**src/rtl/flag_state_sequencer_pkg.sv**
```systemverilog
`default_nettype none
// ============================================================================
// Module      : flag_state_sequencer_pkg
// Description : Shared state codes and flag constants for the flag state
//               sequencer and its flag decoder.
// Revision    : 1.0 - initial release
// ============================================================================
package flag_state_sequencer_pkg;

  // 2-bit state code presented on curr_state
  typedef logic [1:0] state_t;
  // 2-bit decoded flag
  typedef logic [1:0] flag_t;

  localparam state_t ST_IDLE = 2'd0;
  localparam state_t ST_LOAD = 2'd1;
  localparam state_t ST_RUN  = 2'd2;
  localparam state_t ST_DONE = 2'd3;

  localparam flag_t FLAG_A = 2'd2;
  localparam flag_t FLAG_B = 2'd1;
  localparam flag_t FLAG_Z = 2'd0;

endpackage
`default_nettype wire

```
**src/rtl/flag_state_sequencer_if.sv**
```systemverilog
`default_nettype none
// ============================================================================
// Module      : flag_state_sequencer_if
// Description : Requester/consumer handshake bundle of the flag state
//               sequencer. master = requester/consumer side, slave = sequencer.
// Revision    : 1.0 - initial release
// ============================================================================
interface flag_state_sequencer_if #(
  parameter int CNT_W = 8
);
  logic             start;
  logic [CNT_W-1:0] run_len;
  logic             abort;
  logic             done_ack;
  logic             busy;
  logic [1:0]       curr_state;
  logic [1:0]       flag;
  logic             done;
  logic [CNT_W-1:0] runs_done;

  modport master (
    output start, run_len, abort, done_ack,
    input  busy, curr_state, flag, done, runs_done
  );

  modport slave (
    input  start, run_len, abort, done_ack,
    output busy, curr_state, flag, done, runs_done
  );
endinterface
`default_nettype wire

```
**src/rtl/flag_state_sequencer_flag_decode.sv**
```systemverilog
`default_nettype none
// ============================================================================
// Module      : flag_decode
// Description : Complete state-code to flag decode. Every code maps to a
//               defined flag so no storage is ever implied.
// Revision    : 1.0 - initial release
// ============================================================================
module flag_decode
  import flag_state_sequencer_pkg::*;
(
  input  wire  state_t state_i,
  output flag_t        flag_o
);

  // Default first, then a full case over all four codes
  always_comb begin
    flag_o = FLAG_A;
    case (state_i)
      ST_IDLE: flag_o = FLAG_A;
      ST_LOAD: flag_o = FLAG_A;
      ST_RUN:  flag_o = FLAG_B;
      ST_DONE: flag_o = FLAG_Z;
      default: flag_o = FLAG_A;
    endcase
  end

endmodule
`default_nettype wire

```
**src/rtl/flag_state_sequencer.sv**
```systemverilog
`default_nettype none
// ============================================================================
// Module      : flag_state_sequencer
// Description : Sequences IDLE -> LOAD -> RUN -> DONE with a dwell counter,
//               start/busy and done/done_ack handshakes, abort, and a
//               wrapping count of completed sequences. All outputs are
//               registered from the next-state values so they stay aligned
//               with curr_state.
// Revision    : 1.0 - initial release
// ============================================================================
module flag_state_sequencer
  import flag_state_sequencer_pkg::*;
#(
  parameter int CNT_W       = 8,
  parameter int LOAD_CYCLES = 2
) (
  input  wire                    clk,
  input  wire                    rst_n,
  flag_state_sequencer_if.slave  bus_if
);

  // LOAD dwell reload value, truncated to the counter width
  localparam logic [CNT_W-1:0] C_LOAD_INIT = CNT_W'(LOAD_CYCLES - 1);
  localparam logic [CNT_W-1:0] C_ONE       = {{(CNT_W-1){1'b0}}, 1'b1};

  state_t           state_q, state_d;
  logic [CNT_W-1:0] cnt_q,   cnt_d;
  logic [CNT_W-1:0] len_q,   len_d;
  logic [CNT_W-1:0] runs_q,  runs_d;
  flag_t            flag_q,  flag_d;
  logic             busy_q,  busy_d;
  logic             done_q,  done_d;

  // State register plus registered outputs, async active-low reset
  always_ff @(posedge clk or negedge rst_n) begin
    if (!rst_n) begin
      state_q <= ST_IDLE;
      cnt_q   <= '0;
      len_q   <= '0;
      runs_q  <= '0;
      flag_q  <= FLAG_A;
      busy_q  <= 1'b0;
      done_q  <= 1'b0;
    end else begin
      state_q <= state_d;
      cnt_q   <= cnt_d;
      len_q   <= len_d;
      runs_q  <= runs_d;
      flag_q  <= flag_d;
      busy_q  <= busy_d;
      done_q  <= done_d;
    end
  end

  // Next-state and counter logic; abort beats counter expiry
  always_comb begin
    state_d = state_q;
    cnt_d   = cnt_q;
    len_d   = len_q;
    runs_d  = runs_q;
    case (state_q)
      ST_IDLE: begin
        if (bus_if.start) begin
          len_d   = bus_if.run_len;
          cnt_d   = C_LOAD_INIT;
          state_d = ST_LOAD;
        end
      end
      ST_LOAD: begin
        if (bus_if.abort) begin
          state_d = ST_IDLE;
          cnt_d   = '0;
        end else if (cnt_q == '0) begin
          if (len_q == '0) begin
            // Zero-length run skips RUN entirely
            state_d = ST_DONE;
            cnt_d   = '0;
          end else begin
            state_d = ST_RUN;
            cnt_d   = len_q - C_ONE;
          end
        end else begin
          cnt_d = cnt_q - C_ONE;
        end
      end
      ST_RUN: begin
        if (bus_if.abort) begin
          state_d = ST_IDLE;
          cnt_d   = '0;
        end else if (cnt_q == '0) begin
          state_d = ST_DONE;
        end else begin
          cnt_d = cnt_q - C_ONE;
        end
      end
      ST_DONE: begin
        if (bus_if.done_ack) begin
          state_d = ST_IDLE;
          runs_d  = runs_q + C_ONE;
        end
      end
      default: begin
        state_d = ST_IDLE;
        cnt_d   = '0;
      end
    endcase
  end

  // Output decode computed from the next state so registers align with it
  always_comb begin
    busy_d = (state_d != ST_IDLE);
    done_d = (state_d == ST_DONE);
  end

  flag_decode u_flag_decode (
    .state_i (state_d),
    .flag_o  (flag_d)
  );

  assign bus_if.curr_state = state_q;
  assign bus_if.flag       = flag_q;
  assign bus_if.busy       = busy_q;
  assign bus_if.done       = done_q;
  assign bus_if.runs_done  = runs_q;

endmodule
`default_nettype wire

```
**src/flat_wrapper.sv**
```systemverilog
// flat-port wrapper written by rule: the top's interface ports become plain ports
module flag_state_sequencer_flat import flag_state_sequencer_pkg::*;
#(
  parameter int CNT_W       = 8,
  parameter int LOAD_CYCLES = 2
)
  (clk, rst_n, bus_if_start, bus_if_run_len, bus_if_abort, bus_if_done_ack, bus_if_busy, bus_if_curr_state, bus_if_flag, bus_if_done, bus_if_runs_done);
  flag_state_sequencer_if #(.CNT_W(CNT_W)) bus_if_i ();
  input  wire clk;
  input  wire rst_n;
  input wire logic [$bits(bus_if_i.start)-1:0] bus_if_start;
  input wire logic [$bits(bus_if_i.run_len)-1:0] bus_if_run_len;
  input wire logic [$bits(bus_if_i.abort)-1:0] bus_if_abort;
  input wire logic [$bits(bus_if_i.done_ack)-1:0] bus_if_done_ack;
  output wire logic [$bits(bus_if_i.busy)-1:0] bus_if_busy;
  output wire logic [$bits(bus_if_i.curr_state)-1:0] bus_if_curr_state;
  output wire logic [$bits(bus_if_i.flag)-1:0] bus_if_flag;
  output wire logic [$bits(bus_if_i.done)-1:0] bus_if_done;
  output wire logic [$bits(bus_if_i.runs_done)-1:0] bus_if_runs_done;
  assign bus_if_i.start = bus_if_start;
  assign bus_if_i.run_len = bus_if_run_len;
  assign bus_if_i.abort = bus_if_abort;
  assign bus_if_i.done_ack = bus_if_done_ack;
  assign bus_if_busy = bus_if_i.busy;
  assign bus_if_curr_state = bus_if_i.curr_state;
  assign bus_if_flag = bus_if_i.flag;
  assign bus_if_done = bus_if_i.done;
  assign bus_if_runs_done = bus_if_i.runs_done;
  flag_state_sequencer #(.CNT_W(CNT_W), .LOAD_CYCLES(LOAD_CYCLES)) u_core (.clk(clk), .rst_n(rst_n), .bus_if(bus_if_i));
endmodule
```
**config.mk**
```make
export PLATFORM = sky130hd
export DESIGN_NAME = flag_state_sequencer_flat
export DESIGN_NICKNAME = d
export VERILOG_FILES = /design/src/rtl/flag_state_sequencer_pkg.sv /design/src/rtl/flag_state_sequencer_if.sv /design/src/rtl/flag_state_sequencer_flag_decode.sv /design/src/rtl/flag_state_sequencer.sv /design/src/flat_wrapper.sv
export SDC_FILE = /design/constraint.sdc
export NUM_CORES = 1
export LEC_CHECK = 0
export ABC_AREA = 1
export BUFFER_PORTS_ARGS = -buffer_cell sky130_fd_sc_hd__buf_4
export CAP_MARGIN = 20
export CELL_PAD_IN_SITES_DETAIL_PLACEMENT = 1
export CELL_PAD_IN_SITES_GLOBAL_PLACEMENT = 1
export CORE_MARGIN = 4
export CORE_UTILIZATION = 30
export CTS_BUF_LIST = sky130_fd_sc_hd__clkbuf_4 sky130_fd_sc_hd__clkbuf_8
export DETAILED_ROUTE_END_ITERATION = 10
export PLACE_DENSITY_LB_ADDON = 0.08
export SLEW_MARGIN = 30
export SYNTH_ARGS = -nofsm -noshare
export SYNTH_HDL_FRONTEND = slang
export SYNTH_SLANG_ARGS = --single-unit
```
**constraint.sdc**
```tcl
create_clock -name clk -period 3.3 [get_ports clk]
set_input_delay 0.165 -clock clk [delete_from_list [all_inputs] [get_ports clk]]
set_output_delay 0.165 -clock clk [all_outputs]
set_load 0.01 [all_outputs]
```
Word-level counts from Yosys, hierarchy flattened
Index checks and enable logic that the tools add are counted.

$add $sub $neg: 3. Eq/ne operators: 8. Multiplexer cells: 16. Reduce and logical (&&, ||, !) cells: 10.

Operators with widths (number): 2-to-1 mux 8 bit (6); one-hot mux 8 bit (3 select lines) (1); zero test 8 bit (2); subtractor 8 x 1 -> 8 bit (second input constant) (2); 2-to-1 mux 2 bit (6); adder 8 x 1 -> 8 bit (second input constant) (1); equality test 2 bit (second input constant) (4); one-hot mux 2 bit (4 select lines) (1); one-hot mux 2 bit (3 select lines) (1); equality test 2 x 1 -> 1 bit (second input constant) (2); zero test 2 bit (2); AND reduction 2 bit (2); != test 3 bit (second input constant) (1); AND reduction 3 bit (1); nonzero test 3 bit (1); != test 2 bit (second input constant) (1); nonzero test 2 bit (1); OR reduction 2 bit (1); 2-to-1 mux 1 bit (1).

Bits in registers: 30. Input bits: 13. Word-level logic and storage cells: 44.

Logic depth before layout (Yosys ltp)
Depth after elaboration: 8. Mapped depth: 12.

Cells and area by module
Synthesis repeated with hierarchy kept, for this count alone.

Cell total of the unflattened synthesis: 239. Area total of the unflattened synthesis: 1841.8 um^2.

By module, submodules not included: flag_state_sequencer (instances 1, cells each 237, area an instance 1831.8 um^2); flag_decode (instances 1, cells each 2, area an instance 10.0 um^2).

Worst setup path before layout
Ideal clock, no wire load.

Kind: register to register. Start point: register u_core.state_q[0] (netlist: u_core.bus_if.curr_state[0]). End point: register u_core.cnt_q[5]. Data arrival time: 1.492 ns. Required time: 3.226 ns. Setup slack: 1.734 ns. Stages on the path, launching flop included: 9. Path buffers: 0. Path through: dfrtp_1 -> inv_1 -> ha_1 -> inv_1 -> o21ai_1 -> o21ai_4 -> nor2_4 -> nand2_2 -> o21ai_2.

Word-level cells in the longest chain between the ends: 3.

RTL lines: start: declaration (line flag_state_sequencer.sv:26) `state_t state_q, state_d;`; start signal: assignment (line flag_state_sequencer.sv:45) `state_q <= state_d;`; equality test 2 bit (tied with other cells) (line flag_state_sequencer.sv:61) `case (state_q)`; != test 3 bit (no source line) (tied with other cells); AND reduction 3 bit (no source line); end signal: assignment (line flag_state_sequencer.sv:46) `cnt_q <= cnt_d;`; end: declaration (line flag_state_sequencer.sv:27) `logic [CNT_W-1:0] cnt_q, cnt_d;`.

Several ways; a longest one is shown, not always the timed one. A chain may end at the register's enable or synchronous reset.

Worst setup path after layout
Start point: register u_core.state_q[0] (netlist: u_core.bus_if.curr_state[0]). End point: register u_core.cnt_q[4].

Same word-level chain as after synthesis.

==> flow_summary.ini <==
[grt]
antenna_found_initial = 0
grt_max_degree = 31
track_usage_pct = 13.20
grt_pass1_vias = 1610
grt_pass1_wl_mm = 7.486
overflow = 0

[clock_tree]
post_cts_buffers = 0
cts_tree = built
cts_made_buffers = 5
clockRootBuffer = clkbuf_8
clkLatencyLatePin_ns = 0.28
htreeDepth = 2
cts_max_path_buffers = 2
cts_sinks = 30
clkTransAtPathRegs_ns = 0.06

[power]
leakagePower_nw = 1.118
peakVddDrop_mv = 0.3790
finalPower_mw = 2.012
power_density_nw_per_um2 = 943.4

[drt]
vias_per_cell = 4.480
dr_total_vias = 1465
drtIter0Drc = 39
postRouteAntennaNets = 0
routed_wl_mm = 4.215
wl_per_cell_um = 12.89
drc = 0
drtPass1Iterations = 3

[timing]
timing.hold.ws_ns = 0.1329
relSlewSlack_pct = 70.23
postLayoutSetupSlackWorst_ns = 1.459
skew_ns = 0.006317
setup_viol = 0
slew_violations = 0
fin_tns_setup_ns = 0
finalCritPeriodShare_pct = 55.77
finalCriticalPeriod_ns = 1.841
rsz0062_at_grt = no
worst_slew_pin_slew_ns = 0.4419
max_freq_mhz = 543.3
final_hold_viol_count = 0

[worst_setup_path]
r2r-start = u_core.bus_if.curr_state[0]$_DFF_PN0_
critPathMaxFanout = 17
cp-end-kind = flip-flop
worst_r2r_endpoint = u_core.cnt_q[4]$_DFFE_PN0P_
worstPathRequired_ns = 3.52
reg2reg_setup_slack_ns = 1.46
r2r.worst_path.cells = 8
path_class = flip-flop to flip-flop
critPathArrivalTime_ns = 2.06
cp-start-kind = flip-flop

[floorplan]
rows = 27
pin_count = 27
fp.dieArea_um2 = 7149
fp.dieH_um = 84.55
initial_core_util_pct = 31.35
core_area_um2 = 5608
die-width_um = 84.55

[yosys]
syn_inst = 222
yosysTopAreaCell = dfrtp_1
synth-adder-area-share_pct = 5.694
synth_nets = 243
synthMuxAreaShare_pct = 0
ys_seq_area_share_pct = 42.78
yosysWarningCount = 0
postSynthAreaPerCell_um2 = 7.919
netlist-cell-type-count = 24
syn-cell-area_um2 = 1758
synth_area_leaders = dfrtp_1 (41%), nand2_1 (13%), inv_1 (5.8%), ha_1 (5.7%), nor2_1 (5.6%)
yosysTopAreaCellShare_pct = 41.28
ys_seq_elements = 30
synth-simple-area-share_pct = 28.26
synth_top_family_by_area = simple AND/OR/NAND/NOR gates
synthXorXnorAreaFrac_pct = 6.975
synth_compound_area_share_pct = 9.893

[min_path]
hp-class = input pin to flip-flop
hold_end = u_core.len_q[3]$_DFFE_PN0P_
worstHoldStart = bus_if_run_len[3]
whs_path_depth = 3

[placement]
hpwlAfterDp_mm = 3.347
gp_congestion = 0.7538
dpl_worst_slack_ns = 1.441
portBuffers = 26

[layout]
final_common_cell = nand2_1
drive_gt1_share_pct = 20.39
fin_nets = 276
fill_cells = 726
syn2layout_area_growth_pct = 21.35
final_cell_mix = nand2_1 (60), dfrtp_1 (29), inv_1 (27)
antenna_cells = 0

[outcome]
status = completed

[flow_run]
drv_cap = 0
-- Yosys cell counts --
master	number
inv_1	27
inv_2	2
o21ai_1	2
dfstp_2	1
a21oi_1	11
xnor2_1	6
nand4_1	4
dfrtp_1	29
ha_1	8
o21ai_2	3
nand2_4	1
a31o_2	1
o211ai_1	1
nor2_4	5
nand2_2	4
nand3_1	9
o21ai_0	10
nand2_1	60
buf_1	1
xor2_1	8
nor2_1	26
nor2_2	1
o21ai_4	1
nor3_1	1
-- critical path, stage by stage, from the launching register on --
cell	delay [ns]
dfrtp_1	0.43
inv_1	0.12
ha_1	0.27
nand2_2	0.24
o21ai_1	0.21
o21ai_4	0.15
nor2_4	0.21
nand2_1	0.08
nand2_1	0.06
-- worst max-delay path by stage --
stage | slack [ns] | cells past startpoint | endpoint | from
detailed placement | 1.44 | 8 | u_core.cnt_q[3]$_DFFE_PN0P_ | u_core.bus_if.curr_state[0]$_DFF_PN0_
CTS | 1.43 | 8 | u_core.cnt_q[3]$_DFFE_PN0P_ | u_core.bus_if.curr_state[0]$_DFF_PN0_
global placement | 1.51 | 8 | u_core.cnt_q[5]$_DFFE_PN0P_ | u_core.bus_if.curr_state[0]$_DFF_PN0_
floorplan | 1.73 | 8 | u_core.cnt_q[5]$_DFFE_PN0P_ | u_core.bus_if.curr_state[0]$_DFF_PN0_
global route | 1.18 | 8 | u_core.cnt_q[4]$_DFFE_PN0P_ | u_core.bus_if.curr_state[0]$_DFF_PN0_
finish | 1.46 | 8 | u_core.cnt_q[4]$_DFFE_PN0P_ | u_core.bus_if.curr_state[0]$_DFF_PN0_
-- through the flow --
stage          utilization (%)  area [um^2]  cells
6_report                 38.04         2133    327
5_1_grt                  38.04         2133    327
3_5_place_dp             36.37         2039    319
3_3_place_gp             36.37         2039    319
2_1_floorplan                -         1758    222
4_1_cts                  38.04         2133    327
-- sequential cells by signal (all words and copies together), names as in the netlist --
name	flops
u_core.bus_if.runs_done	8
u_core.cnt_q	8
u_core.len_q	8
u_core.bus_if.curr_state	2
u_core.bus_if.flag	2
u_core.bus_if.busy	1
u_core.bus_if.done	1
-- layer usage --
| metal | part of all wire, % | vias up | GRT usage, % |
|---|---|---|---|
| met5 | 0 | - | 0 |
| met4 | 1.4 | 0 | 4.317 |
| met3 | 2.8 | 7 | 3.533 |
| met2 | 48 | 16 | 21.71 |
| met1 | 48 | 683 | 16.82 |
| li1 | - | 759 | - |
-- cells by family after synthesis --
logic type | count (synthesis)
AO/OA/AOI/OAI | 29
adder cells (fa/ha/maj) | 8
AND/OR/NAND/NOR | 111
buffers and inverters | 30
XOR/XNOR | 14
flip-flops | 30
-- power breakdown --
group	switching, mW	internal (mW)
Sequential	0.125	0.515
Clock	0.130	0.161
Combinational	0.687	0.395
-- final cells by class --
type	instances	area [um^2]	share of cell area, %
repair buffers	27	205.2	9.619
inverters	29	108.9	5.103
clock buffers	7	83.83	3.930
flip-flops and latches	30	752.0	35.25
well taps	72	90.09	4.223
multi-input cells	162	893.4	41.88
-- repair_timing --
item                                   in CTS  in global routing
endpoints found under the hold margin      29                  0
hold buffers                                1                  0
gates resized for setup                     0                  0
Note: power is estimated with default switching activity, not from simulation.
